[src/rtl/if_id_stage.sv]
// IF/ID pipeline stage: drives the fetch address, captures PC and instruction into the
// IF/ID register, and handles load-use stalls, flush squash windows and misaligned fetches.
// Optional build macro IF_ID_PERF_COUNTERS_EN adds stall_count and bubble_count outputs.
module if_id_stage #(
   parameter logic [31:0] RESET_PC    = 32'h0000_0000,
   parameter int unsigned FLUSH_SLOTS = 2,
   parameter logic [31:0] NOP_INSTR   = 32'h0000_0013
) (
   input  logic        clock,
   input  logic        reset,
   input  logic [31:0] pc_in,
   input  logic        IFIDWrite,
   input  logic        flush,
   input  logic [31:0] instr_data,
   output logic [31:0] instr_addr,
   output logic [31:0] pc_old,
   output logic [31:0] if_id_pc,
   output logic [31:0] if_id_instr,
   output logic        if_id_valid,
   output logic        fetch_misaligned
`ifdef IF_ID_PERF_COUNTERS_EN
   ,
   output logic [31:0] stall_count,
   output logic [31:0] bubble_count
`endif
);

   typedef enum logic {StRun, StSquash} state_t;

   // Bubbles still owed after the flush edge itself.
   localparam logic [2:0] ReloadCnt  = 3'(FLUSH_SLOTS - 1);
   localparam bit         SingleSlot = (FLUSH_SLOTS == 1);

   state_t      r_state;
   logic [2:0]  r_cnt;
   logic [31:0] r_if_id_pc;
   logic [31:0] r_if_id_instr;
   logic        r_if_id_valid;
   logic        r_misaligned;

   logic        w_misaligned;
   logic        w_bubble;
   logic        w_stall;

   // Fetch address is a pure pass-through of the next-PC register, forced during reset.
   assign instr_addr = reset ? RESET_PC : pc_in;
   assign pc_old     = instr_addr;

   assign w_misaligned = (pc_in[1:0] != 2'b00);
   assign w_stall      = !flush && (r_state == StRun) && !IFIDWrite;
   assign w_bubble     = flush || (r_state == StSquash) ||
                         ((r_state == StRun) && IFIDWrite && w_misaligned);

   // IF/ID register and squash state machine; priority flush > squash > stall > load.
   always_ff @(posedge clock) begin
      if (reset) begin
         r_state       <= StRun;
         r_cnt         <= 3'd0;
         r_if_id_pc    <= RESET_PC;
         r_if_id_instr <= NOP_INSTR;
         r_if_id_valid <= 1'b0;
         r_misaligned  <= 1'b0;
      end else if (flush) begin
         r_if_id_pc    <= pc_in;
         r_if_id_instr <= NOP_INSTR;
         r_if_id_valid <= 1'b0;
         if (SingleSlot) begin
            r_state <= StRun;
            r_cnt   <= 3'd0;
         end else begin
            r_state <= StSquash;
            r_cnt   <= ReloadCnt;
         end
      end else if (r_state == StSquash) begin
         r_if_id_pc    <= pc_in;
         r_if_id_instr <= NOP_INSTR;
         r_if_id_valid <= 1'b0;
         r_cnt         <= r_cnt - 3'd1;
         if (r_cnt == 3'd1) begin
            r_state <= StRun;
         end
      end else if (!IFIDWrite) begin
         r_if_id_pc    <= r_if_id_pc;
         r_if_id_instr <= r_if_id_instr;
         r_if_id_valid <= r_if_id_valid;
      end else if (w_misaligned) begin
         r_if_id_pc    <= pc_in;
         r_if_id_instr <= NOP_INSTR;
         r_if_id_valid <= 1'b0;
         r_misaligned  <= 1'b1;
      end else begin
         r_if_id_pc    <= pc_in;
         r_if_id_instr <= instr_data;
         r_if_id_valid <= 1'b1;
      end
   end

   assign if_id_pc         = r_if_id_pc;
   assign if_id_instr      = r_if_id_instr;
   assign if_id_valid      = r_if_id_valid;
   assign fetch_misaligned = r_misaligned;

`ifdef IF_ID_PERF_COUNTERS_EN
   logic [31:0] r_stall_count;
   logic [31:0] r_bubble_count;

   // Saturating event counters for stall cycles and bubble loads.
   always_ff @(posedge clock) begin
      if (reset) begin
         r_stall_count  <= 32'd0;
         r_bubble_count <= 32'd0;
      end else begin
         if (w_stall && (r_stall_count != 32'hFFFF_FFFF)) begin
            r_stall_count <= r_stall_count + 32'd1;
         end
         if (w_bubble && (r_bubble_count != 32'hFFFF_FFFF)) begin
            r_bubble_count <= r_bubble_count + 32'd1;
         end
      end
   end

   assign stall_count  = r_stall_count;
   assign bubble_count = r_bubble_count;
`else
   logic w_unused;
   assign w_unused = w_stall ^ w_bubble;
`endif

endmodule

[config.mk]
export PLATFORM = sky130hd
export DESIGN_NAME = if_id_stage
export DESIGN_NICKNAME = d
export VERILOG_FILES = /design/src/rtl/if_id_stage.sv
export SDC_FILE = /design/constraint.sdc
export NUM_CORES = 1
export LEC_CHECK = 0
export ABC_CLOCK_PERIOD_IN_PS = 1240
export BUFFER_PORTS_ARGS = -buffer_cell sky130_fd_sc_hd__buf_2
export CORE_ASPECT_RATIO = 1.4
export CORE_MARGIN = 2
export CORE_UTILIZATION = 39
export CTS_CLUSTER_DIAMETER = 150
export CTS_CLUSTER_SIZE = 8
export DETAILED_ROUTE_END_ITERATION = 8
export GPL_ROUTABILITY_DRIVEN = 0
export GPL_TIMING_DRIVEN = 0
export PLACE_DENSITY = 0.77
export SLEW_MARGIN = 20
export SYNTH_ARGS = -nofsm -noshare
export SYNTH_HDL_FRONTEND = slang
export SYNTH_SLANG_ARGS = --single-unit
[constraint.sdc]
create_clock -name clock -period 1.24 [get_ports clock]
set_input_delay 0.062 -clock clock [delete_from_list [all_inputs] [get_ports clock]]
set_output_delay 0.062 -clock clock [all_outputs]
set_load 0.005 [all_outputs]
# Word-level counts from Yosys, hierarchy flattened
# Cells that the tools add are included.
word_totals:
  regBits: 70
  output_inout_bits: 130
op_classes:
  add_sub_neg: 1
  eq_ne: 1
  mux: 11
  bitwise: 2
  reduce_logical: 6
op_table:
  columns: ["op", "n"]
  rows:
  - ["$mux 32", 5]
  - ["$mux 1", 6]
  - ["$reduce_and 4->1", 1]
  - ["$reduce_bool 2->1", 2]
  - ["$eq 3x1->1 const B", 1]
  - ["$reduce_bool 3->1", 1]
  - ["$reduce_or 3->1", 1]
  - ["$sub 3x1->3 const B", 1]
  - ["$not 1->1", 2]
  - ["$reduce_or 2->1", 1]

# Logic depth before layout (Yosys ltp)
# Gate-level depths: netlist of run 1.
logic_depth:
  depth_word: 4
  depth_mapped: 6
  depth_no_buf: 5

# Worst setup path before layout of run 1
# Ideal clock, no wire load.
synth_timing:
  path_type: "reg-to-reg"
  from: "reg r_state"
  to: "reg r_if_id_pc[0], in the netlist if_id_pc[0]"
  t_arrival_ps: 1178
  required_time_ps: 1119
  setup_slack_ps: -58
  stages_incl_launch_ff: 5
  synth_period_minus_slack_ps: 1298
  path_cell_list: "dfxtp_1 -> buf_6 -> nor3_4 -> buf_6 -> mux2_2"
synth_between:
  elab_chain_cells: 2
synth_lines:
  columns: ["item", "line", "text"]
  rows:
  - ["from (decl)", "34", "state_t r_state;"]
  - ["from (signal assigned)", "57", "r_state <= StRun;"]
  - ["from (signal assigned)", "68", "r_state <= StRun;"]
  - ["from (signal assigned)", "71", "r_state <= StSquash;"]
  - ["$mux 32", "74", "end else if (r_state == StSquash) begin"]
  - ["$mux 32", "63", "end else if (flush) begin"]
  - ["to (signal assigned)", "64", "r_if_id_pc <= pc_in;"]
  - ["to (signal assigned)", "75", "r_if_id_pc <= pc_in;"]
  - ["to (signal assigned)", "83", "r_if_id_pc <= r_if_id_pc;"]
  - ["to (decl)", "36", "logic [31:0] r_if_id_pc;"]
# Parallel ways exist; a longest one is shown, timed or not.
# A chain may end at the register's enable or synchronous reset.

# Final worst setup path of run 1
layout_timing:
  from: "reg r_state"
  to: "reg r_if_id_pc[18], in the netlist if_id_pc[18]"
# Same word-level chain as after synthesis.

==> results of run 1 <==
==> final timing paths <==
path                                       start          endpoint  cells past startpoint
worst max register to register           r_state      if_id_pc[18]                      4
worst min register to register  fetch_misaligned  fetch_misaligned                      2
worst max-delay path                     r_state      if_id_pc[18]                      4
worst min-delay path                       flush          r_cnt[1]                      2
==> logic make-up (layout without fill, tap and decap cells) <==
kind of cell,Yosys count,count (layout)
and+or+nand+nor,138,138
DFF,70,70
buffers and inverters,58,308
AOI/OAI and AO/OA,37,37
muxes,32,32
adders and majority gates,2,2
xor gates and xnor gates,2,2
==> per-layer routing <==
| layer | track usage | vias to the layer above | routed length [um] |
|---|---|---|---|
| li1 | - | 1555 | - |
| met1 | 0.232 | 1484 | 3640 |
| met2 | 0.404 | 175 | 5370 |
| met3 | 0.0513 | 22 | 823 |
| met4 | 0.118 | 0 | 294 |
| met5 | 0 | - | 0 |
==> registers in the layout, indices dropped and copies added, names as in the netlist <==
register	flops
if_id_valid	1
if_id_instr	32
r_state	1
fetch_misaligned	1
r_cnt	3
if_id_pc	32
==> cell usage in the layout (no fill, tap or decap), drive strengths merged, types with 2 or more instances in the layout <==
| cell type | synthesis | final |
|---|---|---|
| nand2 | 4 | 4 |
| clkbuf | 11 | 23 |
| xor2 | 2 | 2 |
| inv | 3 | 5 |
| nand2b | 2 | 2 |
| nor3 | 3 | 3 |
| nor2 | 33 | 33 |
| and2b | 9 | 9 |
| bufbuf | 0 | 2 |
| dfxtp | 70 | 70 |
| bufinv | 0 | 3 |
| buf | 44 | 242 |
| o22ai | 4 | 4 |
| mux2 | 32 | 32 |
| ha | 2 | 2 |
| a21oi | 31 | 31 |
| nor2b | 84 | 84 |
| dlygate4sd3 | 0 | 32 |
==> where the power goes <==
part,switching (mW),internal [mW]
Combinational,0.403,0.593
Sequential,0.0424,2.34
Clock,1.00,2.04
Total,1.45,4.97
==> worst reg2reg max path: stages, from the launching register on <==
cell and delay, ns:
dfxtp_2 0.34, nor3_4 0.16, buf_6 0.18, clkbuf_16 0.17
mux2_4 0.29
==> metrics by stage <==
stage	setup TNS [ns]	hold slack (ns)	cells
final	-0.0870	0.0216	691
after global routing	-1.46	0.0527	691
after CTS	-4.96	0.0171	691
after detailed placement	-6.49	0.295	636
after global placement	-6.05	0.286	636
after floorplan	-0.371	0.139	339
==> timing repair <==
action / in CTS / in global routing
pin swaps: 1 / 2
gates resized for setup: 25 / 11
hold buffers: 32 / 0
setup endpoints to repair: 66 / 66
endpoints found under the hold margin: 32 / 0
buffers inserted: 5 / 0
cloned: 2 / 2
==> layout make-up <==
| cell class | count | area share |
|---|---|---|
| Buffer | 53 | 0.0787 |
| Clock buffer | 10 | 0.0457 |
| Clock inverter | 6 | 0.0222 |
| Inverter | 3 | 0.00215 |
| Multi-Input combinational cell | 211 | 0.280 |
| Sequential cell | 70 | 0.268 |
| Tap cell | 102 | 0.0244 |
| Timing Repair Buffer | 236 | 0.278 |
==> flow_summary.toml, run 1 <==
[run_status]
outcome = "finished with violations"
violations = "negative setup slack"

[logic_synthesis]
synth_edf_count = 0
synth_flop_cell = "dfxtp_1"
syn_avg_cell_area_um2 = 9.45
synth_area_leaders = "dfxtp_1 (44%), nor2b_1 (16%), mux2_2 (11%)"
synth_fp_nets = 409
synthSimpleGateAreaFrac = 0.249
syn-instance-count = 339
synth.area.mux_share = 0.112
synth_cell_type_count = 24
ys_warn_count = 0
synth_compound_area_frac = 0.0617
synthXorXnorAreaFrac = 0.00547
synth_adder_area_share = 0.00781
synth_area_mm2 = 0.00320
ys_ff_latch = 70
synth_top_family_by_area = "simple AND/OR/NAND/NOR gates"
synth_top_cell_area_share = 0.437
synth.most_common_cell = "nor2b_1"
synth_top_area_cell = "dfxtp_1"
yosys-top-cells-count = "nor2b_1 (84), dfxtp_1 (70), buf_4 (35)"
async_reset_ff_frac = 0
synth_seq_area_share = 0.437

[timing]
drv_slew = 0
finalHoldViolations = 0
period_share = 1.01
timing.fmax_ghz = 0.798
worst_pin_slew_ns = 0.485
fin_skew_ns = 0.00518
setup_violations = 11
min_period_ns = 1.25
rsz0062_at_grt = "true"
worst_slack_ns = -0.0135
relSlewSlack = 0.676

[clock_network]
numClockSinks = 70
clkLatencyLatePin_ns = 0.33
cts_made_buffers = 9
cts_tree = "built"
cts.path.max_buffers = 2
path_clk_slew_ns = 0.06
cts-root-buf = "clkbuf_16"
htree_num_levels = 3

[floorplanning]
die-width_um = 80.6
die_h_um = 111
initial_utilization = 0.398
ios = 198
core_mm2 = 0.00805
fp-row-count = 39
dieArea_mm2 = 0.00897

[setup_path]
r2r_setup_slack_ns = -0.01
cp.arrival_ns = 1.47
startpoint_type = "register"
critPathRequiredTime_ns = 1.45
critPathMaxFanout = 5
worstPathCellList = "nor3_4 > buf_6 > clkbuf_16 > mux2_4"
crit_path_top_delay_cell = "dfxtp_2"
cpPeakStageDelay_ns = 0.34
crit_family = "flip-flops"
path_class = "reg2reg"
worst_setup_path_end_kind = "register"
crit_buf_inv = 2

[layout]
multi_input_area_mm2 = 0.00147
n_antenna_cell = 0
nets = 654
synthToLayoutAreaGrowth_pct = 63.3
drive_gt1_frac = 0.528
final_cell_area_mm2 = 0.00523
nFillCells = 621
post-route-util = 0.650
regArea_mm2 = 0.00140

[pwr]
peakVddDrop_uv = 886
p_per_area_mw_per_mm2 = 1230
p_total_mw = 6.42
leakage_nw = 2.64

[drt]
wirelength_um = 10100
vias_per_cell = 4.68
wire_per_inst_um = 14.7
drc_errors = 0
postRouteAntennaNets = 0
first_iter_violations = 101
first_pass_iters = 4
via_count = 3236

[hold_path]
hp-class = "in2reg"

[placed_design]
dp_slack_ns = -0.215
io_buffers = 195
post-dp-hpwl_um = 6660
dpl-instance-area_mm2 = 0.00431

[global_route]
grt_pass1_vias = 3246
gr-total-overflow = 0
grtUsageTotal = 0.224
grt_first_pass_wirelength_um = 15600
antenna_found_initial = 0
grt_max_degree = 14

[run]
cap_violations = 0
Note: power is estimated with default switching activity, not from simulation.
==> inputs of run 2 (changes only) <==
--- a/config.mk
+++ b/config.mk
@@ -16,7 +16,7 @@
 export GPL_ROUTABILITY_DRIVEN = 0
 export GPL_TIMING_DRIVEN = 0
 export PLACE_DENSITY = 0.77
-export SLEW_MARGIN = 20
+export SKIP_CTS_REPAIR_TIMING = 1
 export SYNTH_ARGS = -nofsm -noshare
 export SYNTH_HDL_FRONTEND = slang
 export SYNTH_SLANG_ARGS = --single-unit
==> run 2 against run 1 <==
Utilization fell by 1.8 points. Clock-buffer cell count unchanged. Cell area down 2.7%. First-iteration DRC count is 33% lower. Routed wire length down 8.5%. Clock skew down 0.00091 ns. Worst hold slack got worse by 0.064 ns. The run ends with negative hold slack, negative setup slack left. Final cell count shrank 1.6%.
==> flow_summary.toml, run 2 (synthesis results as in run 1) <==
[run_status]
outcome = "finished with violations"
violations = "negative hold slack, negative setup slack"

[layout]
final_common_cell = "buf_2"
final_cell_mix = "buf_2 (196), nor2b_1 (84), dfxtp_1 (69)"
nets = 643
regArea_mm2 = 0.00140
n_antenna_cell = 0
multi_input_area_mm2 = 0.00149
synthToLayoutAreaGrowth_pct = 58.9
nFillCells = 672
drive_gt1_frac = 0.528
stdcell_count = 680

[pwr]
peakVddDrop_uv = 878
p_clk_frac = 0.477
p_seq_frac = 0.374
p_int_mw = 4.94
p_per_area_mw_per_mm2 = 1250
p_sw_frac = 0.225
leakage_nw = 2.59
pwr-share-comb = 0.149
power.switching_mw = 1.43

[drt]
first_iter_violations = 68
wire_per_inst_um = 13.6
first_pass_iters = 4
drc_errors = 0
vias_per_cell = 4.61
postRouteAntennaNets = 0
via_count = 3132
wirelength_um = 9270

[setup_path]
worst_setup_path_end_kind = "register"
path_class = "reg2reg"
cp.arrival_ns = 1.60
critPathMaxFanout = 10
critPathRequiredTime_ns = 1.45
startpoint_type = "register"

[floorplanning]
dieArea_mm2 = 0.00897
die_h_um = 111
core_mm2 = 0.00805
initial_utilization = 0.398
ios = 198
die-width_um = 80.6
fp-row-count = 39

[placed_design]
dp_slack_ns = -0.215
post-dp-hpwl_um = 6660
io_buffers = 195
dp_cells = 636

[timing]
period_share = 1.12
setup_violations = 54
timing.fmax_ghz = 0.721
min_period_ns = 1.39
worst_slack_ns = -0.146
hold_slack_ns = -0.0421
drv_slew = 0
fin_skew_ns = 0.00427
rsz0062_at_grt = "true"
worst_pin_slew_ns = 0.507
relSlewSlack = 0.662
finalHoldViolations = 10

[global_route]
grtUsageTotal = 0.193
antenna_found_initial = 0
grt_max_degree = 14
gr-total-overflow = 0
grt_pass1_vias = 2925
grt_first_pass_wirelength_um = 13400

[clock_network]
numClockSinks = 70
cts-root-buf = "clkbuf_16"
cts_made_buffers = 9
cts.path.max_buffers = 2
cts_tree = "built"
clkLatencyLatePin_ns = 0.33
htree_num_levels = 3
path_clk_slew_ns = 0.06

[run]
cap_violations = 0

[hold_path]
hp-class = "in2reg"
## run 2: cell types whose count changed in the layout (fill, tap and decap cells not counted), moves of 2 or more
cell	change
bufbuf_16	-2
buf_6	+5
mux2_4	+12
dlygate4sd3_1	-12
mux2_2	-12
nor2_1	+4
nor2_2	-4
## run 2: area by class of cell
class                   instances  area share
flip-flops and latches         70       0.275
multi-input cells             211       0.293
inverters                       3     0.00221
repair buffers                223       0.252
clock inverters                 6      0.0229
well taps                     102      0.0251
clock buffers                  10      0.0469
plain buffers                  55      0.0828
## run 2: through the flow
step | power, mW | hold slack, ns | cell area (um^2) | utilization | TNS [ns]
finish | 6.37 | -0.0421 | 5090 | 0.632 | -3.97
global route | 6.59 | 0.000602 | 5090 | 0.632 | -6.11
CTS | 6.28 | -0.0493 | 4660 | 0.579 | -7.44
detailed placement | 3.24 | 0.295 | 4310 | 0.535 | -6.49
global placement | 3.22 | 0.286 | 4310 | 0.535 | -6.05
floorplan | 2.87 | 0.139 | 3200 | - | -0.371
## run 2: metal layers
metal  track usage  vias up  wire length [um]  share of wire
met5             0        -                 0              0
met4        0.0847        0               197          0.021
met3        0.0472       16               719          0.078
met2         0.355      149              4830           0.52
met1         0.200     1438              3520           0.38
li1              -     1529                 -              -
## run 2: power by group through the flow
stage	Combinational [mW]	Clock [mW]	Sequential [mW]
floorplan	0.434	0	2.44
global placement	0.794	0	2.43
detailed placement	0.815	0	2.43
CTS	0.818	3.08	2.38
global route	1.04	3.15	2.39
finish	0.952	3.04	2.38
## run 2: worst paths after layout
check,from,slack (ns),to,cells after the start
hold reg to reg,r_cnt[1],0.49,r_cnt[1],2
setup reg to reg,r_state,-0.15,if_id_pc[18],5
hold / removal,instr_data[13],-0.04,if_id_instr[13],3
setup / recovery,r_state,-0.15,if_id_pc[18],5
## run 2: worst max-delay path, cell delays in order (launching register included)
cell and delay, ns:
dfxtp_2 0.31, buf_6 0.11, nor3_4 0.21, buf_6 0.17, buf_12 0.13, mux2_2 0.33
==> inputs of run 3 (changes only) <==
--- a/config.mk
+++ b/config.mk
@@ -11,12 +11,12 @@
 export CORE_MARGIN = 2
 export CORE_UTILIZATION = 39
 export CTS_CLUSTER_DIAMETER = 150
-export CTS_CLUSTER_SIZE = 8
 export DETAILED_ROUTE_END_ITERATION = 8
 export GPL_ROUTABILITY_DRIVEN = 0
 export GPL_TIMING_DRIVEN = 0
 export PLACE_DENSITY = 0.77
 export SKIP_CTS_REPAIR_TIMING = 1
+export SLEW_MARGIN = 20
 export SYNTH_ARGS = -nofsm -noshare
 export SYNTH_HDL_FRONTEND = slang
 export SYNTH_SLANG_ARGS = --single-unit
==> constraint.sdc (replaced) <==
create_clock -name clock -period 1.24 [get_ports clock]
set_input_delay 0.186 -clock clock [delete_from_list [all_inputs] [get_ports clock]]
set_output_delay 0.186 -clock clock [all_outputs]
set_load 0.005 [all_outputs]
==> run 3 against run 2 <==
The run ends with negative setup slack left. Routed wire length is 4.0% lower. Flip-flop and latch count stayed put. Critical endpoint unchanged. Die area stayed put. Maximum frequency hardly changed. Critical path depth stayed put. Sequential power hardly changed. Total power is 0.89% lower.
==> flow_summary.toml, run 3 (synthesis results as in run 1) <==
[clock_network]
clkLatencyLatePin_ns = 0.33
cts.path.max_buffers = 2
cts_made_buffers = 9
path_clk_slew_ns = 0.06
cts-root-buf = "clkbuf_16"
htree_num_levels = 3
cts_tree = "built"
numClockSinks = 70

[timing]
worst_slack_ns = -0.146
hold_slack_ns = 0.0838
fin_skew_ns = 0.00486
timing.fmax_ghz = 0.722
period_share = 1.12
min_period_ns = 1.39
relSlewSlack = 0.692
worst_pin_slew_ns = 0.458
finalHoldViolations = 0
tns_ns = -3.82
setup_violations = 54
rsz0062_at_grt = "true"
drv_slew = 0

[layout]
post-route-util = 0.611
n_antenna_cell = 0
drive_gt1_frac = 0.561
final_common_cell = "buf_2"
synthToLayoutAreaGrowth_pct = 53.6
stdcell_count = 660
nets = 623
final_cell_mix = "buf_2 (196), nor2b_1 (79), dfxtp_1 (69)"

[global_route]
grt_pass1_vias = 2925
grtUsageTotal = 0.193
gr-total-overflow = 0
grt_max_degree = 14
antenna_found_initial = 0
grt_first_pass_wirelength_um = 13400

[drt]
drc_errors = 0
postRouteAntennaNets = 0
wirelength_um = 8890
first_pass_iters = 5
wire_per_inst_um = 13.5
vias_per_cell = 4.55
first_iter_violations = 55
via_count = 3000

[setup_path]
crit_path_top_delay_cell = "mux2_2"
path_class = "reg2reg"
crit_start = "r_state"
crit_family = "buffers and inverters"
crit_path_end = "if_id_pc[18]"
cp_num_cells = 5
worst_setup_path_end_kind = "register"
critPathRequiredTime_ns = 1.45
r2r_setup_slack_ns = -0.15
worstPathCellList = "buf_6 > nor3_4 > buf_6 > buf_12 > mux2_2"
cp.arrival_ns = 1.60
startpoint_type = "register"
critPathMaxFanout = 10
cpPeakStageDelay_ns = 0.33
regToRegEndpoint = "if_id_pc[18]"
r2r_start = "r_state"
crit_path_frequent_cell = "buf_6"
crit_buf_inv = 3
reg2reg_depth = 5

[hold_path]
hp-class = "in2reg"

[floorplanning]
dieArea_mm2 = 0.00897
ios = 198
die_h_um = 111
initial_utilization = 0.398
fp-row-count = 39
die-width_um = 80.6
core_mm2 = 0.00805

[pwr]
leakage_nw = 2.52
p_per_area_mw_per_mm2 = 1280
peakVddDrop_uv = 877

[placed_design]
dp_cells = 636
io_buffers = 195
post-dp-hpwl_um = 6660
dp_slack_ns = -0.292

[run_status]
outcome = "finished with violations"
violations = "negative setup slack"

[run]
cap_violations = 0
==> run 3: cell types whose count changed in the layout (fill, tap and decap cells not counted), sizes merged <==
cell,before,now
dlygate4sd3,20,0
buf,245,248
clkbuf,23,20
==> run 3: how the worst min path moves through the flow <==
| stage | cells past startpoint | from | end | slack [ns] |
|---|---|---|---|---|
| 2_1_floorplan | 1 | flush | r_cnt[2] | 0.26 |
| 3_3_place_gp | 3 | instr_data[11] | if_id_instr[11] | 0.41 |
| 3_5_place_dp | 3 | instr_data[13] | if_id_instr[13] | 0.42 |
| 4_1_cts | 3 | instr_data[5] | if_id_instr[5] | 0.07 |
| 5_1_grt | 3 | instr_data[26] | if_id_instr[26] | 0.09 |
| 6_report | 3 | instr_data[5] | if_id_instr[5] | 0.08 |
==> run 3: stage by stage <==
step | power, mW | cell area [um^2]
2_1_floorplan | 2.87 | 3200
3_3_place_gp | 3.22 | 4310
3_5_place_dp | 3.24 | 4310
4_1_cts | 6.28 | 4660
5_1_grt | 6.55 | 4920
6_report | 6.32 | 4920
==> run 3: worst reg2reg max path, stage by stage, from the launching register on <==
cell and delay, ns:
dfxtp_2 0.31, buf_6 0.11, nor3_4 0.21, buf_6 0.17
buf_12 0.13, mux2_2 0.33
==> run 3: area by class of cell <==
cell class,count,area [um^2]
fill,706,3130
multi-input combinational,211,1510
sequential,70,1400
clock buffer,10,239
tap,102,128
timing repair buffer,203,1080
buffer,55,433
clock inverter,6,116
inverter,3,11.3
==> run 3: where the power goes <==
part | switching, mW | total [mW] | internal [mW] | leakage [nW]
Sequential | 0.0396 | 2.38 | 2.34 | 0.574
Clock | 0.986 | 3.02 | 2.04 | 0.174
Combinational | 0.381 | 0.911 | 0.530 | 1.78
Total | 1.41 | 6.32 | 4.91 | 2.52
==> run 3: per-layer routing <==
layer / vias to the layer above / GRT usage / part of all wire
met5: - / 0 / 0
met4: 0 / 0.0847 / 0.017
met3: 10 / 0.0472 / 0.084
met2: 131 / 0.355 / 0.52
met1: 1368 / 0.200 / 0.38
li1: 1491 / - / -
